**src/rtl/instr_fetch_pkg.sv**
```systemverilog
// instr_fetch_pkg: shared widths, next-PC select codes and fetch FSM states
package instr_fetch_pkg;
    localparam int WORD = 32;

    localparam logic [1:0] ALU_NPC_4      = 2'd0;
    localparam logic [1:0] ALU_NPC_BRANCH = 2'd1;
    localparam logic [1:0] ALU_NPC_JAL    = 2'd2;
    localparam logic [1:0] ALU_NPC_JALR   = 2'd3;

    localparam logic [WORD-1:0] NOP_INSTR_DEFAULT = 32'h0000_0013;

    typedef enum logic [2:0] {RST, FETCH, WAIT, HOLD, HALT} fetch_state_t;
endpackage

```
**src/rtl/instr_fetch_npc_calc.sv**
```systemverilog
// npc_calc: combinational next-PC select with misaligned-target flag
module npc_calc
    import instr_fetch_pkg::*;
(
    input  logic [WORD-1:0] pc,
    input  logic [1:0]      pcn_control,
    input  logic [WORD-1:0] imm32,
    input  logic [WORD-1:0] rs1_val,
    input  logic            branch_taken,
    output logic [WORD-1:0] npc,
    output logic            misaligned
);
    logic [WORD-1:0] seq, rel, ind;
    logic            take_rel;

    always_comb begin
        seq        = pc + WORD'(4);
        rel        = pc + imm32;
        ind        = (rs1_val + imm32) & ~WORD'(1);
        take_rel   = pcn_control == ALU_NPC_JAL || (pcn_control == ALU_NPC_BRANCH && branch_taken);
        npc        = pcn_control == ALU_NPC_JALR ? ind : take_rel ? rel : seq;
        misaligned = |npc[1:0];
    end
endmodule

```
**src/rtl/instr_fetch.sv**
```systemverilog
// instr_fetch: PC register and one-word-at-a-time fetch FSM feeding the decoder
module instr_fetch
    import instr_fetch_pkg::*;
#(
    parameter logic [WORD-1:0] RESET_PC  = 32'h0000_0000,
    parameter logic [WORD-1:0] NOP_INSTR = NOP_INSTR_DEFAULT
) (
    input  logic            clk,
    input  logic            rst_n,
    output logic            imem_req,
    output logic [WORD-1:0] imem_addr,
    input  logic            imem_rvalid,
    input  logic [WORD-1:0] imem_rdata,
    output logic [WORD-1:0] instr,
    output logic            instr_valid,
    input  logic            instr_ready,
    output logic [WORD-1:0] pc,
    input  logic [1:0]      pcn_control,
    input  logic [WORD-1:0] imm32,
    input  logic [WORD-1:0] rs1_val,
    input  logic            branch_taken,
    input  logic            finish,
    output logic            halted,
    output logic            fetch_err
);
    fetch_state_t    state, state_n;
    logic [WORD-1:0] instr_q, npc;
    logic            misaligned, accept, stop;

    npc_calc u_npc (
        .pc          (pc),
        .pcn_control (pcn_control),
        .imm32       (imm32),
        .rs1_val     (rs1_val),
        .branch_taken(branch_taken),
        .npc         (npc),
        .misaligned  (misaligned)
    );

    assign accept      = state == HOLD && instr_ready;
    assign stop        = finish || misaligned;
    assign imem_req    = state == FETCH;
    assign imem_addr   = pc;
    assign instr_valid = state == HOLD;
    assign instr       = instr_valid ? instr_q : NOP_INSTR;

    always_comb begin
        state_n = state;
        case (state)
            RST:     state_n = FETCH;
            FETCH:   state_n = WAIT;
            WAIT:    state_n = imem_rvalid ? HOLD : WAIT;
            HOLD:    state_n = accept ? (stop ? HALT : FETCH) : HOLD;
            default: state_n = HALT;
        endcase
    end

    // finish outranks a misaligned target, so an ECALL never raises fetch_err
    always_ff @(posedge clk or negedge rst_n) begin
        if (!rst_n) begin
            state     <= RST;
            pc        <= RESET_PC;
            instr_q   <= NOP_INSTR;
            halted    <= 1'b0;
            fetch_err <= 1'b0;
        end else begin
            state <= state_n;
            if (state == WAIT && imem_rvalid) instr_q <= imem_rdata;
            if (accept && !stop) pc <= npc;
            if (accept && stop) halted <= 1'b1;
            if (accept && !finish && misaligned) fetch_err <= 1'b1;
        end
    end
endmodule
```
**config.mk**
```make
export PLATFORM = sky130hd
export DESIGN_NAME = instr_fetch
export DESIGN_NICKNAME = d
export VERILOG_FILES = /design/src/rtl/instr_fetch_pkg.sv /design/src/rtl/instr_fetch_npc_calc.sv /design/src/rtl/instr_fetch.sv
export SDC_FILE = /design/constraint.sdc
export NUM_CORES = 1
export LEC_CHECK = 0
export ABC_AREA = 1
export BUFFER_PORTS_ARGS = -buffer_cell sky130_fd_sc_hd__buf_2
export CORE_MARGIN = 4
export CORE_UTILIZATION = 40
export CTS_BUF_LIST = sky130_fd_sc_hd__clkbuf_4 sky130_fd_sc_hd__clkbuf_8
export DETAILED_ROUTE_END_ITERATION = 6
export MAX_ROUTING_LAYER = met4
export SLEW_MARGIN = 20
export SYNTH_ARGS = -nofsm -noshare
export SYNTH_HDL_FRONTEND = slang
export SYNTH_HIERARCHICAL = 1
export SYNTH_SLANG_ARGS = --single-unit
```
**constraint.sdc**
```tcl
create_clock -name clk -period 2.34 [get_ports clk]
set_input_delay 0.468 -clock clk [delete_from_list [all_inputs] [get_ports clk]]
set_output_delay 0.468 -clock clk [all_outputs]
set_load 0.03 [all_outputs]
```
Yosys cells after proc, flatten, opt, wreduce, memory -nomap -nowiden
Cells that the tools add are included.
{"block": "word_totals", "register_bits": 69, "out_inout_bits": 100}
{"block": "op_classes", "n_addsub": 3, "eq_ne": 6, "mux": 7, "n_reduce_logical": 13}
{"cell": "two-way mux 32 bit", "n": 3}
{"cell": "adder 32 bit", "n": 2}
{"cell": "adder 32 x 3 -> 32 bit (second input constant)", "n": 1}
{"cell": "one-hot mux 3 bit (4 select lines)", "n": 1}
{"cell": "logical AND 1 bit", "n": 7}
{"cell": "equality test 3 x 2 -> 1 bit (second input constant)", "n": 2}
{"cell": "two-way mux 3 bit", "n": 2}
{"cell": "equality test 2 bit (second input constant)", "n": 2}
{"cell": "equality test 3 x 1 -> 1 bit (second input constant)", "n": 1}
{"cell": "zero test 3 bit", "n": 1}
{"cell": "equality test 2 x 1 -> 1 bit (second input constant)", "n": 1}
{"cell": "zero test 1 bit", "n": 2}
{"cell": "logical OR 1 bit", "n": 2}
{"cell": "OR reduction 2 bit", "n": 1}
{"cell": "two-way mux 1 bit", "n": 1}

Longest topological paths before layout
Gate-level depths: netlist of the first run.
{"block": "logic_depth", "word_depth": 10, "depth_mapped": 17, "mapped_depth_nobuf": 17}

Hierarchy
Netlist of the first run, hierarchy kept.
{"module": "npc_calc", "n_inst": 1, "cells_per_inst": 1135, "area_per_inst_um2": 5667.9, "seq_area_each_um2": 0.0}
{"module": "instr_fetch", "n_inst": 1, "cells_per_inst": 402, "area_per_inst_um2": 3328.2, "seq_area_each_um2": 1730.4}

Least setup slack after synthesis of the first run
Ideal clock, no wire load.
{"block": "synth_path", "path_type": "register -> register", "startpoint": "register pc[0] (netlist: imem_addr[0])", "endpoint": "register pc[5] (netlist: imem_addr[5])", "t_arrival_ns": 2.279, "t_required_ns": 2.221, "path_slack_ns": -0.059, "stages_incl_launch_ff": 11, "n_path_buf": 1, "path_cell_list": "dfrtp_1 > ha_1 > fa_1 > nand2_1 > nand3_1 > or2_2 > nor2_2 > nand3_4 > buf_6 > nand2_1 > nand2_1"}
{"block": "synth_between", "elab_chain_len": 7, "elab_cells_between_ends": 8, "classes_between": "2 x add/sub; 2 x mux; 4 x reduce/logical"}
{"item": "start: declaration", "line": "instr_fetch.sv:17", "rtl": "output logic [WORD-1:0] pc,"}
{"item": "start signal: assignment", "line": "instr_fetch.sv:69", "rtl": "if (accept && !stop) pc <= npc;"}
{"item": "adder 32 x 3 -> 32 bit or adder 32 bit (tied branches)", "line": "instr_fetch_npc_calc.sv:17, instr_fetch_npc_calc.sv:18"}
{"item": "two-way mux 32 bit * (2 in series)", "line": "instr_fetch_npc_calc.sv:21", "rtl": "npc = pcn_control == ALU_NPC_JALR ? ind : take_rel ? rel : seq;"}
{"item": "via npc[1]", "line": "instr_fetch.sv:27", "rtl": "logic [WORD-1:0] instr_q, npc;"}
{"item": "OR reduction 2 bit *", "line": "instr_fetch_npc_calc.sv:22", "rtl": "misaligned = |npc[1:0];"}
{"item": "via misaligned", "line": "instr_fetch.sv:28", "rtl": "logic misaligned, accept, stop;"}
{"item": "logical OR 1 bit *", "line": "instr_fetch.sv:41", "rtl": "assign stop = finish || misaligned;"}
{"item": "zero test 1 bit *", "line": "instr_fetch.sv:69"}
{"item": "logical AND 1 bit *", "line": "instr_fetch.sv:69"}
Mark *: on every way through the listed nets, which the timed path passes. The rest lies on a longest branch.
A chain may end at the register's enable or synchronous reset.

Worst setup path after layout of the first run
{"block": "layout_path", "startpoint": "register pc[2] (netlist: imem_addr[2])", "endpoint": "register pc[30] (netlist: imem_addr[30])"}
{"block": "layout_between", "elab_chain_len": 3, "elab_cells_between_ends": 4, "classes_between": "2 x add/sub; 2 x mux"}
{"item": "adder 32 x 3 -> 32 bit or adder 32 bit (tied branches)", "line": "instr_fetch_npc_calc.sv:17, instr_fetch_npc_calc.sv:18"}
{"item": "two-way mux 32 bit * (2 in series)", "line": "instr_fetch_npc_calc.sv:21"}
{"item": "via npc[30]", "line": "instr_fetch.sv:27"}
Marks and branches as above.

==> results.md, run 1 <==
- Fmax achieved: 0.454 GHz
- Fill count: 2348
- Worst Slack Setup Final: 136 ps
- Post-CTS sizing: 0
- Top FF cell, synth: dfrtp_1
- DP Wirelength: 30300 µm
- Final count of pins violating max slew: 0
- Worst hold path type: input pin to async pin
- Leak Pwr: 0.00665 µW
- First-pass GRT wire length: 54400 µm
- Place WS: -162 ps
- Least-Margin Pin Slew: 573 ps
- 1st-pass router iterations: 6
- Syn avg cell area: 5.85 µm²
- Aggregate global routing overflow: 0
- Post-CTS Setup Bufs: 0
- DRC: 0
- Delay-heaviest family, CP: simple AND/OR/NAND/NOR gates
- Setup CP Type: register to register
- Total placed cells including tap cells: 2118
- Hold_ws: 66.3 ps
- Ports: 204
- Req. time, crit path: 2620 ps
- Util after Layout: 0.527
- Share of Yosys cell area claimed by the top area cell type: 0.208
- Root Buffer Master: clkbuf_8
- CTS tree: yes
- Post-synth ARST share: 1.00
- Non-Filler Instances: 2134
- EDFF count, synth: 0
- Sequential element share of the synthesized area: 0.192
- # rows: 54
- Die height: 158 µm
- Max-cap violations: 0
- Die X: 158 µm
- Largest cells by area after synthesis: nand2_1 (21%), dfrtp_1 (18%), inv_1 (10%), ha_1 (8.6%), nand3_1 (7.0%)
- Synthesized netlist cell count: 1537
- Via count: 11.1k
- CP bufs+invs: 1
- Largest net degree at the start of global routing: 65
- Port Buffers: 203
- Status: finished clean
- Core area: 0.0220 mm²
- Overall routing resource usage: 0.290
- Max IR drop VDD: 212 µV
- CP max stage cell: dfrtp_1
- Antenna Nets Post-Route: 0
- N_diodes: 0
- Distinct cells, synth: 53
- Critical path launch point type: register
- Slew headroom: 0.618
- Max Buffers Root-to-Sink: 2
- Clk_lat worst skew: 380 ps
- Final clock skew: 20.7 ps
- Die area: 0.0250 mm²
- YS warnings: 6
- Final period util: 0.942
- Final WL: 36300 µm
- Maximum level of the CTS H-tree: 3
- WP data arrival: 2480 ps
- Worst Path Max Fanout: 6
- Crit end category: register
- Initial antenna violation count: 0
- Drt wl/cell: 17.0 µm
- CTS buffer count: 9
- CP Cell Sequence: buf_4 -> ha_1 -> nand2_1 -> nor2_1 -> and3_1 -> nand2_1 -> nand2_1 -> nand3_1 -> nand3_1 -> nand2_1 -> nand4_1 -> nand2_1
- Number of setup violations in the final report: 0
- #FFs+latches synth: 69
- Synthesized area: 0.00900 mm²
- Min cycle time layout: 2200 ps
- Top cell type by total area after synthesis: nand2_1
- DRT iter0 DRCs: 1080
- Final Net Count: 2017
- Clock transition at path regs: 90 ps
- Hold buffers post-CTS: 0
- Crit-path max cell delay: 430 ps
- Most used cell, CP: nand2_1
- Initial Util: 0.410
- Syn nets: 1705
- Vias in the first global route: 10.1k
- Layout area overhead: 28.7%
- RD Place Congestion: 0.950
- Power per Cell Area: 316 mW/mm²
- RSZ-0062 raised after global routing: no
- Total clock sinks: 69
- Pwr Total: 3660 µW
- Layout cells sized above 1: 0.242
- Number of vias per cell: 5.19
- Fin. Hold Viols: 0
## state kept, by name, indices dropped and copies added (netlist names)
name       cells
fetch_err      1
halted         1
imem_addr     32
instr_q       32
state          3
## final timing paths
kind / start / to / slack [ps] / depth (start not counted)
worst max-delay path: imem_addr[2] / imem_addr[30] / 140 / 12
worst max register to register: imem_addr[2] / imem_addr[30] / 140 / 12
worst min register to register: fetch_err / fetch_err / 470 / 2
min in group clk: imem_rdata[0] / instr_q[0] / 300 / 3
worst min-delay path: rst_n / imem_addr[0] / 70 / 1
max in group asynchronous: rst_n / instr_q[1] / 1550 / 2
## cells by family (layout without fill, tap and decap cells)
| family | Yosys count | count (layout) | synth area share |
|---|---|---|---|
| AND/OR/NAND/NOR | 881 | 881 | 0.429 |
| buffers and inverters | 314 | 631 | 0.153 |
| AO/OA/AOI/OAI | 187 | 187 | 0.113 |
| flip-flops | 69 | 69 | 0.192 |
| adder cells (fa/ha/maj) | 64 | 64 | 0.0907 |
| XOR/XNOR | 22 | 22 | 0.0214 |
## worst reg2reg max path, cell delays in order (launching register included)
cell	delay (ps)
dfrtp_1	430
buf_4	180
ha_1	250
nand2_1	90
nor2_1	320
and3_1	270
nand2_1	70
nand2_1	60
nand3_1	130
nand3_1	130
nand2_1	50
nand4_1	80
nand2_1	50
## Yosys cell counts (all sizes together), types with 3 or more instances
cell and count:
clkbuf 13, o21bai 10, a21o 3, nand3b 11
nand3 129, nor2 149, dfstp 3, xnor2 5
nor4 3, and2 5, inv 250, nor3 21
a21oi 80, nand4 51, ha 62, buf 49
dfrtp 66, o211ai 3, nand2 503, or2 7
xor2 17, o21ai 82
## final cells by class
type | instances | area [µm²] | area share
Sequential cell | 69 | 1730 | 0.150
Tap cell | 280 | 350 | 0.0303
Multi-Input combinational cell | 1154 | 6050 | 0.523
Inverter | 252 | 946 | 0.0817
Timing Repair Buffer | 363 | 2270 | 0.196
Clock inverter | 7 | 105 | 0.00908
Clock buffer | 9 | 124 | 0.0107
## report_power, final
group          internal (µW)  switching [µW]
logic                    512             765
clock network            619             571
registers               1190               0
## layout by cell type (no fill, tap or decap), drive strengths merged, types with 2 or more instances in the layout
| cell | count |
|---|---|
| or2 | 7 |
| dfstp | 3 |
| nor3 | 21 |
| nand4 | 51 |
| xor2 | 17 |
| and2 | 5 |
| clkbuf | 9 |
| clkinv | 2 |
| xnor2 | 5 |
| nand2 | 503 |
| dfrtp | 66 |
| o211ai | 3 |
| nand3 | 129 |
| o22ai | 2 |
| nand3b | 11 |
| fa | 2 |
| a21o | 3 |
| a21boi | 2 |
| inv | 254 |
| a21oi | 80 |
| ha | 62 |
| o21bai | 10 |
| buf | 363 |
| bufinv | 2 |
| o21ai | 82 |
| nor2 | 149 |
| nor4 | 3 |
## metrics by stage
step	TNS (ps)	instance area, µm²
6_report	0	11600
4_1_cts	0	11400
3_5_place_dp	-4430	11200
5_1_grt	0	11600
3_3_place_gp	-3640	11200
2_1_floorplan	0	9000
## per-layer routing
layer | part of all wire | track usage | wire length, µm | up-vias
met5 | 0 | - | 0 | -
met4 | 0.029 | 0.0946 | 1070 | 0
met3 | 0.079 | 0.0232 | 2850 | 67
met2 | 0.44 | 0.457 | 16100 | 480
met1 | 0.45 | 0.397 | 16200 | 5005
li1 | - | - | - | 5525
Power figures use the tool's default switching activity.
==> inputs of run 2 (changes only) <==
Settings changed: SYNTH_HIERARCHICAL 1 to default.
==> run 2 against run 1 <==
Against the previous run: the flow now finishes with violations (DRC); utilization is 1.9 points lower; critical path type is now register to output pin; register-to-register slack hardly changed; cell count is 2.1% higher; fmax is 4.9% lower; non-clock buffer count is 58 lower; clock skew is 6.6 ps lower; sequential power hardly changed; highest routed layer unchanged; power is 3.2% lower.
==> results.md, run 2 <==
- Total clock sinks: 69 (unchanged)
- Synthesized netlist cell count: 1632 (+6.2%)
- YS warnings: 0 (-6)
- Slew headroom: 0.618 (about the same)
- Clk_lat worst skew: 360 ps (-20 ps)
- Min cycle time layout: 2320 ps (+113 ps)
- Status: complete, but fails checks
- Final period util: 0.990 (+0.0482)
- Largest net degree at the start of global routing: 62 (-4.6%)
- Least-Margin Pin Slew: 574 ps (+0.225 ps)
- Power per Cell Area: 316 mW/mm² (about the same)
- Ports: 204 (unchanged)
- Top FF cell, synth: dfrtp_1
- Fin. Hold Viols: 0 (unchanged)
- Setup CP Type: register to output pin
- CP Cell Sequence: inv_2 -> nand2_2 -> nor2_4 -> clkinvlp_4 -> buf_4 -> or2_2 -> buf_4
- Most frequent cells after synthesis: nand2_1 (573), inv_1 (310), nor2_1 (174), nand3_1 (118), a21oi_1 (103)
- Critical path launch point type: register
- Worst hold path type: input pin to async pin
- Syn nets: 1800 (+5.6%)
- Via count: 10.8k (-2.2%)
- Number of setup violations in the final report: 0 (unchanged)
- Metal1 wirelength: 15500 µm (-4.4%)
- Reg2reg start: imem_addr[0]
- Die X: 159 µm (+0.36%)
- Max Used Layer: met4
- Placed cell area: 0.0109 mm² (-3.0%)
- # rows: 54 (unchanged)
- DRC: 2 (+2)
- Port Buffers: 203 (unchanged)
- Max-cap violations: 0 (unchanged)
- Most common cell in the synthesized netlist: nand2_1
- Total placed cells including tap cells: 2158 (+1.9%)
- Final instance area: 0.0112 mm² (-3.3%)
- Number of vias per cell: 4.97 (-4.3%)
- Met3 WL: 2530 µm (-11%)
- Most used cell, CP: buf_4
- Die area: 0.0251 mm² (+0.72%)
- Antenna Nets Post-Route: 0 (unchanged)
- DRT iter0 DRCs: 888 (-18%)
- Syn avg cell area: 5.55 µm² (-5.1%)
- Commonest cells after routing, fill and taps aside: nand2_1 (571), inv_1 (308), buf_2 (197)
- Die height: 159 µm (+0.36%)
- CTS tree: yes
- Distinct cells, synth: 43 (-19%)
- Initial antenna violation count: 0 (unchanged)
- Core area: 0.0220 mm² (+0.31%)
- Leak Pwr: 0.00698 µW (+5.0%)
- CTS buffer count: 9 (unchanged)
- Non-Filler Instances: 2179 (+2.1%)
- Share of Yosys cell area claimed by the top area cell type: 0.237 (+0.0295)
- Layout cells sized above 1: 0.190 (-0.0521)
- Crit. path cell count: 7 (-5)
- Req. time, crit path: 1870 ps (-750 ps)
- Hold buffers post-CTS: 0 (unchanged)
- Max Buffers Root-to-Sink: 2 (unchanged)
- WP data arrival: 1850 ps (-630 ps)
- Post-synth ARST share: 1.00 (unchanged)
- RSZ-0062 raised after global routing: yes
- CP bufs+invs: 4 (+3)
- Initial Util: 0.411 (+0.00181)
- DP Wirelength: 28500 µm (-5.9%)
- Worst Setup SP: state[2]
- Largest cells by area after synthesis: nand2_1 (24%), dfrtp_1 (18%), inv_1 (13%), ha_1 (8.6%), nor2_1 (7.2%)
- Commonest non-fill, non-tap cell in the layout: nand2_1
- Setup crit end: instr[0]
- Hold_ws: 28.5 ps (-37.8 ps)
- Fmax achieved: 0.432 GHz (-4.9%)
- N_diodes: 0 (unchanged)
- Final Net Count: 2062 (+2.2%)
- Crit end category: output pin
- Final clock skew: 14.1 ps (-6.62 ps)
- Root Buffer Master: clkbuf_8
- Top cell type by total area after synthesis: nand2_1
- Aggregate global routing overflow: 0 (unchanged)
- EDFF count, synth: 0 (unchanged)
- Layout area overhead: 23.5%
- R2R Setup Slk: 130 ps (about the same)
- RD Place Congestion: 0.982 (+3.4%)
- Clock transition at path regs: 90 ps (about the same)
- Overall routing resource usage: 0.269 (-0.0212)
- Worst r2r dst: imem_addr[17]
- CP max stage cell: dfrtp_1
- Worst Slack Setup Final: 22.9 ps (-113 ps)
- Final count of pins violating max slew: 0 (unchanged)
- Maximum level of the CTS H-tree: 3 (unchanged)
- Synthesized area: 0.00906 mm² (+0.75%)
- Max IR drop VDD: 286 µV (+35%)
- Crit-path max cell delay: 400 ps (-30 ps)
- Vias in the first global route: 10.1k (+0.29%)
- Sequential element share of the synthesized area: 0.191 (-0.00143)
- #FFs+latches synth: 69 (unchanged)
- Fill count: 2428 (+3.4%)
- Drt wl/cell: 15.4 µm (-9.1%)
- Violated checks: DRC
- 1st-pass router iterations: 7 (+1)
- DR WL met2: 14700 µm (-9.1%)
- Worst Path Max Fanout: 6 (unchanged)
- Pwr Total: 3540 µW (-3.2%)
- Final WL: 33700 µm (-7.2%)
- R2R cell count: 11 (-1)
- First-pass GRT wire length: 51600 µm (-5.2%)
- Place WS: -39.2 ps (+123 ps)
- Delay-heaviest family, CP: buffers and inverters
[run 2: through the flow]
step / utilization / setup TNS [ps]
2_1_floorplan: - / 0
3_3_place_gp: 0.493 / -12.3
3_5_place_dp: 0.493 / -155
4_1_cts: 0.503 / 0
5_1_grt: 0.508 / -127
6_report: 0.508 / 0
[run 2: layout make-up]
| cell class | count | area [µm²] | area share |
|---|---|---|---|
| multi-input combinational | 1195 | 5860 | 0.524 |
| timing repair buffer | 305 | 1830 | 0.164 |
| sequential | 69 | 1730 | 0.155 |
| inverter | 314 | 1190 | 0.106 |
| tap | 280 | 350 | 0.0313 |
| clock buffer | 9 | 124 | 0.0111 |
| clock inverter | 7 | 104 | 0.00928 |
[run 2: timing repair]
item	in CTS	in global routing
buffers inserted	0	5
endpoints found under the setup margin	0	29
resized for setup	0	25
[run 2: how the worst min path moves through the flow]
| stage | startpoint | to | slack (ps) | depth (start not counted) |
|---|---|---|---|---|
| floorplan | rst_n | fetch_err | 170 | 0 |
| global placement | rst_n | imem_addr[28] | 420 | 1 |
| detailed placement | rst_n | imem_addr[27] | 420 | 1 |
| CTS | rst_n | imem_addr[27] | 20 | 1 |
| global route | rst_n | imem_addr[4] | 40 | 1 |
| finish | rst_n | imem_addr[27] | 30 | 1 |
[run 2: layer usage]
metal | GRT usage | up-vias
li1 | - | 5534
met1 | 0.379 | 4863
met2 | 0.410 | 379
met3 | 0.0272 | 53
met4 | 0.0816 | 0
met5 | - | -
[run 2: logic make-up after synthesis]
kind of cell | synth area share
XOR/XNOR | 0.0174
AO/OA/AOI/OAI | 0.0984
flip-flops | 0.191
multiplexers | 0.00373
AND/OR/NAND/NOR | 0.432
adder cells (fa/ha/maj) | 0.0900
buffers and inverters | 0.167
[run 2: report_power, final]
group	internal, µW	total (µW)	leakage (µW)	switching [µW]
registers	1190	1190	0.000702	0
logic	463	1220	0.00616	753
clock network	615	1130	0.000115	517
